==> config.mk <==
export PLATFORM = sky130hd
export DESIGN_NAME = button_event_decoder
export DESIGN_NICKNAME = d
export VERILOG_FILES = /design/src/rtl/button_event_decoder.sv
export SDC_FILE = /design/constraint.sdc
export NUM_CORES = 1
export LEC_CHECK = 0
export BUFFER_PORTS_ARGS = -buffer_cell sky130_fd_sc_hd__buf_2
export CAP_MARGIN = 20
export CORE_ASPECT_RATIO = 1.25
export CORE_MARGIN = 5
export CORE_UTILIZATION = 56
export DETAILED_ROUTE_END_ITERATION = 6
export GPL_TIMING_DRIVEN = 1
export HOLD_SLACK_MARGIN = 0.03
export PLACE_DENSITY = 0.73
export SYNTH_ARGS = -nofsm -noshare
export SYNTH_HDL_FRONTEND = slang
export SYNTH_SLANG_ARGS = --single-unit
==> constraint.sdc <==
create_clock -name clk -period 3.18 [get_ports clk]
set_input_delay 0.318 -clock clk [delete_from_list [all_inputs] [get_ports clk]]
set_output_delay 0.318 -clock clk [all_outputs]
set_load 0.005 [all_outputs]
==> src/rtl/button_event_decoder.sv <==
// Classifies a debounced button level into one-shot press, release, click,
// double-click and long-press pulses.
module button_event_decoder #(
   parameter int unsigned LONG_CNT = 50,
   parameter int unsigned DBL_GAP  = 20,
   parameter int unsigned CNT_W    = 16
) (
   input  logic clk,
   input  logic rst,
   input  logic i_data,
   output logic o_press,
   output logic o_release,
   output logic o_click,
   output logic o_dclick,
   output logic o_long,
   output logic o_busy
);

   localparam logic [CNT_W-1:0] HOLD_LAST = CNT_W'(LONG_CNT - 1);
   localparam logic [CNT_W-1:0] GAP_LAST  = CNT_W'(DBL_GAP - 1);
   localparam logic [CNT_W-1:0] CNT_ONE   = CNT_W'(1);

   typedef enum logic [2:0] {
      S_IDLE,
      S_PRESS1,
      S_WAIT2,
      S_PRESS2,
      S_LONG
   } state_t;

   state_t           state;
   logic             d_q;
   logic [CNT_W-1:0] hcnt;
   logic [CNT_W-1:0] gcnt;
   logic             rise_c;
   logic             fall_c;

   assign rise_c = i_data & ~d_q;
   assign fall_c = ~i_data & d_q;

   // o_busy is updated on every state change so it always mirrors state != IDLE
   always_ff @(posedge clk) begin
      if (rst) begin
         state     <= S_IDLE;
         d_q       <= 1'b0;
         hcnt      <= '0;
         gcnt      <= '0;
         o_press   <= 1'b0;
         o_release <= 1'b0;
         o_click   <= 1'b0;
         o_dclick  <= 1'b0;
         o_long    <= 1'b0;
         o_busy    <= 1'b0;
      end else begin
         d_q       <= i_data;
         o_press   <= rise_c;
         o_release <= fall_c;
         o_click   <= 1'b0;
         o_dclick  <= 1'b0;
         o_long    <= 1'b0;

         case (state)
            S_IDLE: begin
               if (rise_c) begin
                  state  <= S_PRESS1;
                  hcnt   <= '0;
                  o_busy <= 1'b1;
               end
            end

            S_PRESS1, S_PRESS2: begin
               if (i_data) begin
                  if (hcnt == HOLD_LAST) begin
                     o_long <= 1'b1;
                     state  <= S_LONG;
                  end else begin
                     hcnt <= hcnt + CNT_ONE;
                  end
               end else if (state == S_PRESS2) begin
                  o_dclick <= 1'b1;
                  state    <= S_IDLE;
                  o_busy   <= 1'b0;
               end else begin
                  state <= S_WAIT2;
                  gcnt  <= '0;
               end
            end

            S_WAIT2: begin
               // A press on the final gap sample loses to the click and restarts
               if (!i_data) begin
                  if (gcnt == GAP_LAST) begin
                     o_click <= 1'b1;
                     state   <= S_IDLE;
                     o_busy  <= 1'b0;
                  end else begin
                     gcnt <= gcnt + CNT_ONE;
                  end
               end else if (gcnt == GAP_LAST) begin
                  o_click <= 1'b1;
                  state   <= S_PRESS1;
                  hcnt    <= '0;
               end else begin
                  state <= S_PRESS2;
                  hcnt  <= '0;
               end
            end

            S_LONG: begin
               if (fall_c) begin
                  state  <= S_IDLE;
                  o_busy <= 1'b0;
               end
            end

            default: begin
               state  <= S_IDLE;
               o_busy <= 1'b0;
            end
         endcase
      end
   end

endmodule

# == Word-level counts from Yosys, hierarchy flattened ==
# Cells that the tools add are included.
# classes
addsub,2
eq_ne,19
n_shift,0
bitwise_logic,6
n_mul,0
magnitude_cmp,0
div,0
n_reduce_logical,11
n_mux,29
# op_table
operator,count
16-bit two-way mux,8
16-bit one-hot mux with 3 select lines,1
"16-bit by 1-bit adder with 16-bit output, second input constant",2
16-bit one-hot mux with 2 select lines,1
"2-bit != test, second input constant",11
3-bit two-way mux,6
"16-bit by 5-bit equality test with 1-bit output, second input constant",1
"16-bit by 6-bit equality test with 1-bit output, second input constant",1
3-bit one-hot mux with 4 select lines,1
5-bit AND reduction,2
1-bit two-way mux,9
"3-bit by 2-bit equality test with 1-bit output, second input constant",2
"3-bit != test, second input constant",2
6-bit AND reduction,1
3-bit OR reduction,2
2-bit two-way mux,2
1-bit NOT,4
1-bit one-hot mux with 4 select lines,1
4-bit AND reduction,1
2-bit OR reduction,2
"3-bit by 1-bit equality test with 1-bit output, second input constant",1
"3-bit equality test, second input constant",1
3-bit logical NOT,1
3-bit nonzero test,1
other kinds (2),3
# totals
romBits,0
reg_bits,42
ram_bits,0
memories,0
elab_cells,77
latch_bits,0
out_inout_bits,6
in_bits,3

# == Longest topological paths before layout ==
# Gate-level depths: netlist of run 1.
# depth
ltp_word,4
depth_mapped,7
depth_no_buf,6

# == Worst setup path before layout of run 1 ==
# OpenSTA, ideal clock, no wires.
# synth_path
kind,register to register
startpoint,reg gcnt[0]
endpoint,reg gcnt[1]
path_slack_ns,1.454
arrival_ns,1.610
synth_period_minus_slack_ns,1.726
setup_ns,0.117
n_path_buf,0
path_stages_with_launch,6
required_time_ns,3.063
path_cell_list,dfxtp_1 ha_1 nor4bb_1 nand4_1 nor3b_2 a22o_1
# synth_between
elab_chain_cells,4
elab_cells_between_ends,7
classes_between,add/sub (1); eq/ne (2); mux (3); reduce/logical (1)
# synth_lines
item,line,source
from (decl),34,logic [CNT_W-1:0] gcnt;
from (signal assigned),97,gcnt <= gcnt + CNT_ONE;
16-bit by 1-bit adder with 16-bit output,97,
16-bit two-way mux,92,if (gcnt == GAP_LAST) begin
16-bit two-way mux,91,if (!i_data) begin
16-bit one-hot mux with 2 select lines,62,case (state)
# Parallel ways exist; a longest one is shown, timed or not. The select of a mux whose other input is x is not followed.
# A chain may end at the register's enable or synchronous reset.

# == Final worst setup path of run 1 ==
# layout_path
startpoint,reg gcnt[1]
endpoint,reg gcnt[13]
# Same word-level chain as after synthesis.

==> run_results.csv, run 1 <==
group,metric,value,unit
final_layout,final_area,2280,sq um
logic_synthesis,synth_top_area_frac,0.389,
placement,placed_area,2200,sq um
floorplan,die_y,79.5,microns
logic_synthesis,synth-seq-cells,42,
worst_setup_path,crit_type,"flop to flop",
power_and_ir_drop,ir_drop,0.269,mV
logic_synthesis,async_reset_ff_frac,0,
clock_network,clock_sinks,42,
clock_network,clock-root-buffer,"clkbuf_8",
logic_synthesis,synth.most_common_cell,"dfxtp_1",
logic_synthesis,yosysWarningCount,0,
placement,place_hpwl,3.48,mm
logic_synthesis,ys_top_cells_by_count,"dfxtp_1 (42), nand2_1 (34), a21oi_1 (25)",
global_route,grt_pass1_vias,1956,
logic_synthesis,ys_top_cells_by_area,"dfxtp_1 (39%), nand2_1 (5.9%), a21oi_1 (5.8%)",
floorplan,die_area,5210,sq um
logic_synthesis,synth.distinct_cells,47,
logic_synthesis,synth_fp_nets,283,
logic_synthesis,synth_area_per_cell,7.81,sq um
detailed_routing,wl_per_cell,15.2,microns
flow_run,max_cap_viol_count,0,
clock_network,ctsResizeCount,0,
detailed_routing,drtPass1Iterations,4,
clock_network,post_cts_buffers,0,
timing,rsz0062_at_grt,"no",
final_layout,final_util,0.608,
clock_network,path_clk_slew,70,ps
worst_setup_path,crit_family,"compound AO/OA/AOI/OAI gates",
placement,finalWeightedCongestion,0.936,
detailed_routing,ant_nets,0,
timing,worst_slew_pin_slew,739,ps
worst_setup_path,end_kind,"flop",
timing,finalHoldViolCount,0,
floorplan,rows,25,
clock_network,ctsLongestPathBuffers,2,
worst_setup_path,crit_slowest_cell,"o22ai_1",
global_route,grt_pass1_wl,8.58,mm
timing,final.setup.worst_slack,1100,ps
timing,holdWs,441,ps
timing,max_freq,481,MHz
floorplan,start_util,0.576,
timing,fin_crit_sh,0.654,
global_route,track_usage,0.206,
worst_setup_path,slowest_delay,480,ps
final_layout,nNetsFinal,288,
clock_network,cts_tree,"done",
timing,fin_worst_skew,3.16,ps
logic_synthesis,netlist_instances,277,
timing,slew_headroom,0.503,
clock_network,cts_buffers,5,
clock_network,cts_htree_levels,2,
detailed_routing,vias,2017,
outcome,status,"complete, no violations",
logic_synthesis,syn-cell-area,2160,sq um
detailed_routing,via_per_inst,6.28,
floorplan,core_region_area,3750,sq um
final_layout,antenna_cells,0,
global_route,grt_max_degree,36,
clock_network,postCtsHoldBufs,0,
worst_setup_path,cp.arrival,2300,ps
worst_setup_path,worst-path-max-fanout,9,
global_route,overflow,0,
global_route,antenna_found_initial,0,
worst_setup_path,crit_chain,"ha_1 -> nor4bb_1 -> nand4_1 -> o22ai_1 -> a21oi_1 -> o21ai_1",
detailed_routing,drc,0,
worst_setup_path,startpoint_type,"flop",
final_layout,area_growth,5.44,%
floorplan,die_x,65.6,microns
placement,place_ws,1160,ps
clock_network,clkLatencyLatePin,290,ps
final_layout,drive_above_1_share,0.0854,
logic_synthesis,synth_top_flop_cell,"dfxtp_1",
detailed_routing,wirelength,4.88,mm
logic_synthesis,synth_enable_flop_cells,0,
worst_setup_path,critPathRequiredTime,3400,ps
logic_synthesis,yosysTopAreaCell,"dfxtp_1",
floorplan,io_pins,9,
timing,fin_crit,2080,ps
power_and_ir_drop,p_leak,0.747,nW
worst_hold_path,min_path_type,"primary input to flop",
timing,final-setup-viol-count,0,
placement,portBuffers,8,
power_and_ir_drop,power.density,418,nW/um^2
timing,setup_tns,0,ps
detailed_routing,first_iter_violations,182,
logic_synthesis,synth.yosys.seq_area_share,0.389,
timing,slew_violations,0,
worst_setup_path,timing.critical_path.buf_inv,0,
## kinds of logic (layout without fill, tap and decap cells)
kind of cell    Yosys count  after routing  synth area share
xor+xnor                  1              1           0.00405
buf+inv                  21             25            0.0463
compound gates           75             75             0.208
fa+ha+maj                 3              3            0.0174
simple gates            135            135             0.336
flops                    42             42             0.389
## power breakdown
group / switching (mW) / internal [mW]
logic: 0.0483 / 0.0252
clock network: 0.173 / 0.167
registers: 0.00736 / 0.532
total: 0.229 / 0.724
## layout by cell type, fill, tap and decap left out, types with 6 or more instances in the layout
cell type   n
o31ai_1     6
inv_1      10
dfxtp_1    42
clkbuf_8    6
o21ai_1     6
nand2b_1    6
nand3_1    20
a31oi_1     6
nand2_1    34
o21ai_0    17
nor2_1     23
or3_1       6
nor4_1      7
a21oi_1    25
buf_2       8
## layer usage
metal | track usage | share of wire | vias up | wire length [microns]
li1 | - | - | 1015 | -
met1 | 0.225 | 0.41 | 951 | 1990
met2 | 0.389 | 0.54 | 43 | 2650
met3 | 0.0380 | 0.032 | 8 | 155
met4 | 0.0726 | 0.016 | 0 | 80
met5 | 0 | 0 | - | 0
## path summary, 6_finish.rpt
path | startpoint | endpoint | slack, ps | depth (start not counted)
min | i_data | state[1] | 440 | 3
max reg2reg | gcnt[1] | gcnt[13] | 1100 | 6
max | gcnt[1] | gcnt[13] | 1100 | 6
min reg2reg | d_q | o_press | 480 | 1
## layout make-up
cell class                 count  area, sq um
clock buffer                   6         82.6
fill                         343         1470
inverter                      10         37.5
multi-input combinational    214         1220
sequential                    42          841
tap                           40         50.0
timing repair buffer           9         47.5
## worst min-delay path: cells and delay by family
kind            cells  cell delay [ps]
compound gates      1               60
buf+inv             1              190
simple gates        1              120
## per-stage QoR
| stage | std cells | power, mW |
|---|---|---|
| 6_report | 321 | 0.953 |
| 5_1_grt | 321 | 0.989 |
| 4_1_cts | 321 | 0.960 |
| 3_5_place_dp | 315 | 0.625 |
| 3_3_place_gp | 315 | 0.624 |
| 2_1_floorplan | 277 | 0.607 |
## flip-flops by register name, indices dropped and copies added (netlist names)
name / flops
gcnt: 16
hcnt: 16
state: 3
d_q: 1
o_busy: 1
o_click: 1
o_dclick: 1
o_long: 1
o_press: 1
o_release: 1
No activity file was read; power rests on OpenSTA's default activity.
==> inputs of run 2 (changes only) <==
--- a/config.mk
+++ b/config.mk
@@ -9,11 +9,11 @@
 export CAP_MARGIN = 20
 export CORE_ASPECT_RATIO = 1.25
 export CORE_MARGIN = 5
-export CORE_UTILIZATION = 56
+export CORE_UTILIZATION = 55
 export DETAILED_ROUTE_END_ITERATION = 6
 export GPL_TIMING_DRIVEN = 1
 export HOLD_SLACK_MARGIN = 0.03
-export PLACE_DENSITY = 0.73
+export PLACE_DENSITY = 0.75
 export SYNTH_ARGS = -nofsm -noshare
 export SYNTH_HDL_FRONTEND = slang
 export SYNTH_SLANG_ARGS = --single-unit
==> constraint.sdc (replaced) <==
create_clock -name clk -period 1.82 [get_ports clk]
set_input_delay 0.182 -clock clk [delete_from_list [all_inputs] [get_ports clk]]
set_output_delay 0.182 -clock clk [all_outputs]
set_load 0.005 [all_outputs]
==> run_results.csv, run 2 (same netlist as run 1, synthesis figures left out) <==
group,metric,value,unit
outcome,status,"complete, no violations",
global_route,track_usage,0.206,
floorplan,die_x,66.1,microns
power_and_ir_drop,p_switching,408,uW
detailed_routing,vias,2091,
final_layout,drive_above_1_share,0.164,
clock_network,postCtsHoldBufs,0,
clock_network,cts_htree_levels,2,
floorplan,rows,25,
final_layout,final_cell_mix,"dfxtp_1 (41), nand2_1 (34), a21oi_1 (25)",
placement,finalWeightedCongestion,0.898,
power_and_ir_drop,p_leak,0.873,nW
timing,max_freq,589,MHz
timing,rsz0062_at_grt,"yes",
timing,fin_crit_sh,0.933,
power_and_ir_drop,p_total,1.84,mW
timing,worst_slew_pin_slew,367,ps
flow_run,max_cap_viol_count,0,
global_route,antenna_found_initial,0,
clock_network,cts_buffers,5,
worst_setup_path,critPathRequiredTime,2040,ps
floorplan,die_area,5300,sq um
timing,setup_tns,0,ps
placement,place_hpwl,3.69,mm
clock_network,clkLatencyLatePin,290,ps
floorplan,io_pins,9,
worst_setup_path,startpoint_type,"flop",
worst_setup_path,end_kind,"flop",
timing,fin_worst_skew,5.89,ps
clock_network,path_clk_slew,80,ps
power_and_ir_drop,power.density,732,nW/um^2
final_layout,final_common_cell,"dfxtp_1",
floorplan,core_region_area,3780,sq um
clock_network,cts_tree,"done",
detailed_routing,drc,0,
global_route,grt_pass1_vias,1944,
power_and_ir_drop,swShare,0.222,
floorplan,die_y,80.1,microns
final_layout,fillers,322,
timing,final-setup-viol-count,0,
worst_setup_path,cp.arrival,1920,ps
clock_network,post_cts_buffers,0,
final_layout,area_growth,16.1,%
worst_setup_path,worst-path-max-fanout,8,
clock_network,ctsLongestPathBuffers,2,
floorplan,start_util,0.572,
worst_hold_path,min_path_type,"primary input to flop",
power_and_ir_drop,comb_power_share,0.086,
detailed_routing,drtPass1Iterations,4,
clock_network,clock_sinks,42,
timing,slew_headroom,0.754,
global_route,grt_pass1_wl,8.60,mm
clock_network,clock-root-buffer,"clkbuf_8",
final_layout,nNetsFinal,310,
timing,holdWs,203,ps
final_layout,antenna_cells,0,
placement,portBuffers,8,
detailed_routing,ant_nets,0,
detailed_routing,wl_per_cell,13.9,microns
global_route,grt_max_degree,18,
power_and_ir_drop,p_int,1.43,mW
detailed_routing,wirelength,4.96,mm
power_and_ir_drop,power_frac_clock,0.404,
timing,fin_crit,1700,ps
timing,slew_violations,0,
detailed_routing,via_per_inst,5.84,
detailed_routing,first_iter_violations,151,
power_and_ir_drop,ir_drop,0.608,mV
power_and_ir_drop,p_seq_frac,0.510,
worst_setup_path,crit_type,"flop to flop",
final_layout,reg_top3,"gcnt x16, hcnt x16, state x3",
final_layout,final_util,0.664,
global_route,overflow,0,
timing,finalHoldViolCount,0,
[run 2: routing by layer]
| layer | share of wire | wire length (microns) | track usage | vias up |
|---|---|---|---|---|
| li1 | - | - | - | 1071 |
| met1 | 0.41 | 2030 | 0.235 | 956 |
| met2 | 0.53 | 2630 | 0.371 | 54 |
| met3 | 0.040 | 200 | 0.0364 | 10 |
| met4 | 0.020 | 98 | 0.0813 | 0 |
| met5 | 0 | 0 | 0 | - |
[run 2: what timing repair did]
| action | in CTS | in global routing |
|---|---|---|
| endpoints found under the hold margin | 0 | 0 |
| resized for setup | 0 | 4 |
| endpoints found under the setup margin | 0 | 11 |
[run 2: final cells by class]
class	count	area (sq um)	share of cell area
multi-input cells	214	1240	0.494
flip-flops and latches	42	842	0.335
repair buffers	31	213	0.0847
clock buffers	6	82.6	0.0329
well taps	54	67.6	0.0269
inverters	10	37.5	0.0149
clock inverters	1	30.0	0.0120
[run 2: critical path: stages (launching register included)]
cell and delay (ps):
dfxtp_1 390, or3b_1 500, nor2_4 130, nand2_2 70, or4_1 410, a21oi_1 130
[run 2: power by group through the flow]
| stage | sequential (mW) | combinational (mW) | clock, mW |
|---|---|---|---|
| 5_1_grt | 0.940 | 0.173 | 0.809 |
| 3_3_place_gp | 0.959 | 0.153 | 0 |
| 6_report | 0.938 | 0.157 | 0.744 |
| 4_1_cts | 0.938 | 0.157 | 0.768 |
| 2_1_floorplan | 0.956 | 0.105 | 0 |
| 3_5_place_dp | 0.959 | 0.155 | 0 |
[run 2: through the flow]
stage / cells / area, sq um / worst slack [ps]
after global routing: 358 / 2510 / -23.3
after detailed placement: 351 / 2380 / 94.9
after CTS: 358 / 2490 / 34.7
after floorplan: 277 / 2160 / 93.7
after global placement: 351 / 2380 / 139
final: 358 / 2510 / 123
[run 2: path summary, 6_finish.rpt]
check / startpoint / to / slack, ps / cells past startpoint
worst max register to register: state[0] / gcnt[8] / 120 / 5
worst min register to register: d_q / o_press / 470 / 1
worst max-delay path: state[0] / gcnt[8] / 120 / 5
worst min-delay path: rst / o_release / 200 / 2
==> inputs of run 3 (changes only) <==
==> constraint.sdc (replaced) <==
create_clock -name clk -period 1.82 [get_ports clk]
set_input_delay 0 -clock clk [delete_from_list [all_inputs] [get_ports clk]]
set_output_delay 0 -clock clk [all_outputs]
set_load 0.005 [all_outputs]
==> run_results.csv, run 3 (same netlist as run 1, synthesis figures left out) <==
group,metric,value,unit
worst_setup_path,crit_cells,6,
floorplan,rows,25,
worst_setup_path,critPathRequiredTime,2010,ps
final_layout,final_common_cell,"dfxtp_1",
worst_setup_path,cpMostUsedCell,"o21ai_0",
floorplan,core_region_area,3780,sq um
detailed_routing,wl_met1,2.13,mm
clock_network,cts_tree,"done",
worst_setup_path,r2r-start,"state[0]",
clock_network,cts_buffers,5,
clock_network,clock-root-buffer,"clkbuf_8",
worst_setup_path,crit_family,"flip-flops",
timing,fin_crit,1770,ps
detailed_routing,wirelength,5.20,mm
power_and_ir_drop,ir_drop,0.415,mV
detailed_routing,route.met3.wl,192,microns
worst_setup_path,end_kind,"flop",
power_and_ir_drop,power.density,661,nW/um^2
global_route,antenna_found_initial,0,
timing,fin_crit_sh,0.971,
detailed_routing,dr_wl_met2,2.78,mm
timing,final.setup.worst_slack,52.0,ps
worst_hold_path,min_path_type,"primary input to flop",
floorplan,io_pins,9,
worst_setup_path,crit_type,"flop to flop",
floorplan,die_x,66.1,microns
worst_setup_path,crit_end,"gcnt[10]",
timing,final-setup-viol-count,0,
detailed_routing,drtPass1Iterations,4,
clock_network,cts_htree_levels,2,
placement,finalWeightedCongestion,0.913,
global_route,grt_max_degree,25,
flow_run,max_cap_viol_count,0,
worst_setup_path,crit_slowest_cell,"dfxtp_1",
placement,portBuffers,8,
worst_setup_path,cp.arrival,1950,ps
worst_setup_path,crit_chain,"xnor2_1 -> nor3_2 -> o21ai_0 -> buf_4 -> o21ai_0 -> o21ai_1",
global_route,overflow,0,
worst_setup_path,worstSetupStartpoint,"state[0]",
detailed_routing,vias,2134,
clock_network,clock_sinks,42,
clock_network,clkLatencyLatePin,290,ps
placement,place_ws,109,ps
outcome,status,"complete, no violations",
final_layout,final_cell_mix,"dfxtp_1 (40), nand2_1 (34), a21oi_1 (25), buf_4 (25), nor2_1 (23)",
worst_setup_path,slowest_delay,500,ps
placement,place_hpwl,3.68,mm
power_and_ir_drop,p_total,1.67,mW
detailed_routing,drc,0,
worst_setup_path,r2r-end,"gcnt[10]",
timing,setup_tns,0,ps
final_layout,antenna_cells,0,
global_route,grt_pass1_wl,8.73,mm
global_route,track_usage,0.212,
timing,slew_headroom,0.698,
timing,fin_worst_skew,6.28,ps
worst_setup_path,startpoint_type,"flop",
power_and_ir_drop,p_leak,0.870,nW
worst_setup_path,worst-path-max-fanout,8,
final_layout,drive_above_1_share,0.186,
detailed_routing,ant_nets,0,
timing,worst_slew_pin_slew,453,ps
timing,max_freq,566,MHz
floorplan,die_area,5300,sq um
worst_setup_path,ff2ff_setup_slack,50,ps
final_layout,fin_cells,360,
detailed_routing,wl_per_cell,14.5,microns
detailed_routing,first_iter_violations,219,
global_route,grt_pass1_vias,1990,
floorplan,die_y,80.1,microns
clock_network,postCtsHoldBufs,0,
timing,holdWs,130,ps
detailed_routing,via_per_inst,5.93,
final_layout,reg_top3,"gcnt x16, hcnt x16, state x3",
timing,slew_violations,0,
placement,placed_cells,351,
detailed_routing,highest_layer,"met4",
timing,finalHoldViolCount,0,
worst_setup_path,timing.critical_path.buf_inv,1,
final_layout,area_growth,16.8,%
clock_network,ctsLongestPathBuffers,2,
clock_network,path_clk_slew,80,ps
floorplan,start_util,0.572,
final_layout,nNetsFinal,312,
worst_setup_path,r2r_cells,6,
run 3: metal layers:
| metal | track usage | vias to the layer above |
|---|---|---|
| li1 | - | 1069 |
| met1 | 0.236 | 996 |
| met2 | 0.372 | 57 |
| met3 | 0.0462 | 12 |
| met4 | 0.108 | 0 |
| met5 | 0 | - |
run 3: tightest hold or removal path: stages:
cell and delay [ps]:
buf_2 200, nand4_1 120, a21oi_1 50
run 3: area by class of cell:
cell class | count | area, sq um
sequential | 42 | 843
inverter | 10 | 37.5
fill | 328 | 1260
tap | 54 | 67.6
clock buffer | 5 | 68.8
multi-input combinational | 214 | 1270
clock inverter | 2 | 10.0
timing repair buffer | 33 | 228
run 3: report_power, final:
part / total (mW) / internal, mW / switching [mW] / leakage (nW)
combinational: 0.159 / 0.0636 / 0.0955 / 0.486
clock: 0.572 / 0.258 / 0.315 / 0.0438
sequential: 0.939 / 0.929 / 0.0101 / 0.341
total: 1.67 / 1.25 / 0.420 / 0.870
run 3: worst min-delay path by stage:
stage / endpoint / cells past startpoint / from / slack, ps
5_1_grt: state[1] / 3 / i_data / 160
4_1_cts: state[1] / 3 / i_data / 100
3_3_place_gp: o_long / 1 / o_long / 380
2_1_floorplan: d_q / 1 / rst / 90
3_5_place_dp: o_dclick / 1 / o_dclick / 380
6_report: state[1] / 3 / i_data / 130
run 3: what timing repair did:
action	4_1_cts	5_1_grt
setup buffers	0	2
resized for setup	0	10
setup endpoints to repair	0	12
run 3: metrics by stage:
stage,utilization,instance area (sq um)
after floorplan,-,2160
after global placement,0.629,2380
after detailed placement,0.629,2380
after CTS,0.650,2460
after global routing,0.667,2530
final,0.667,2530
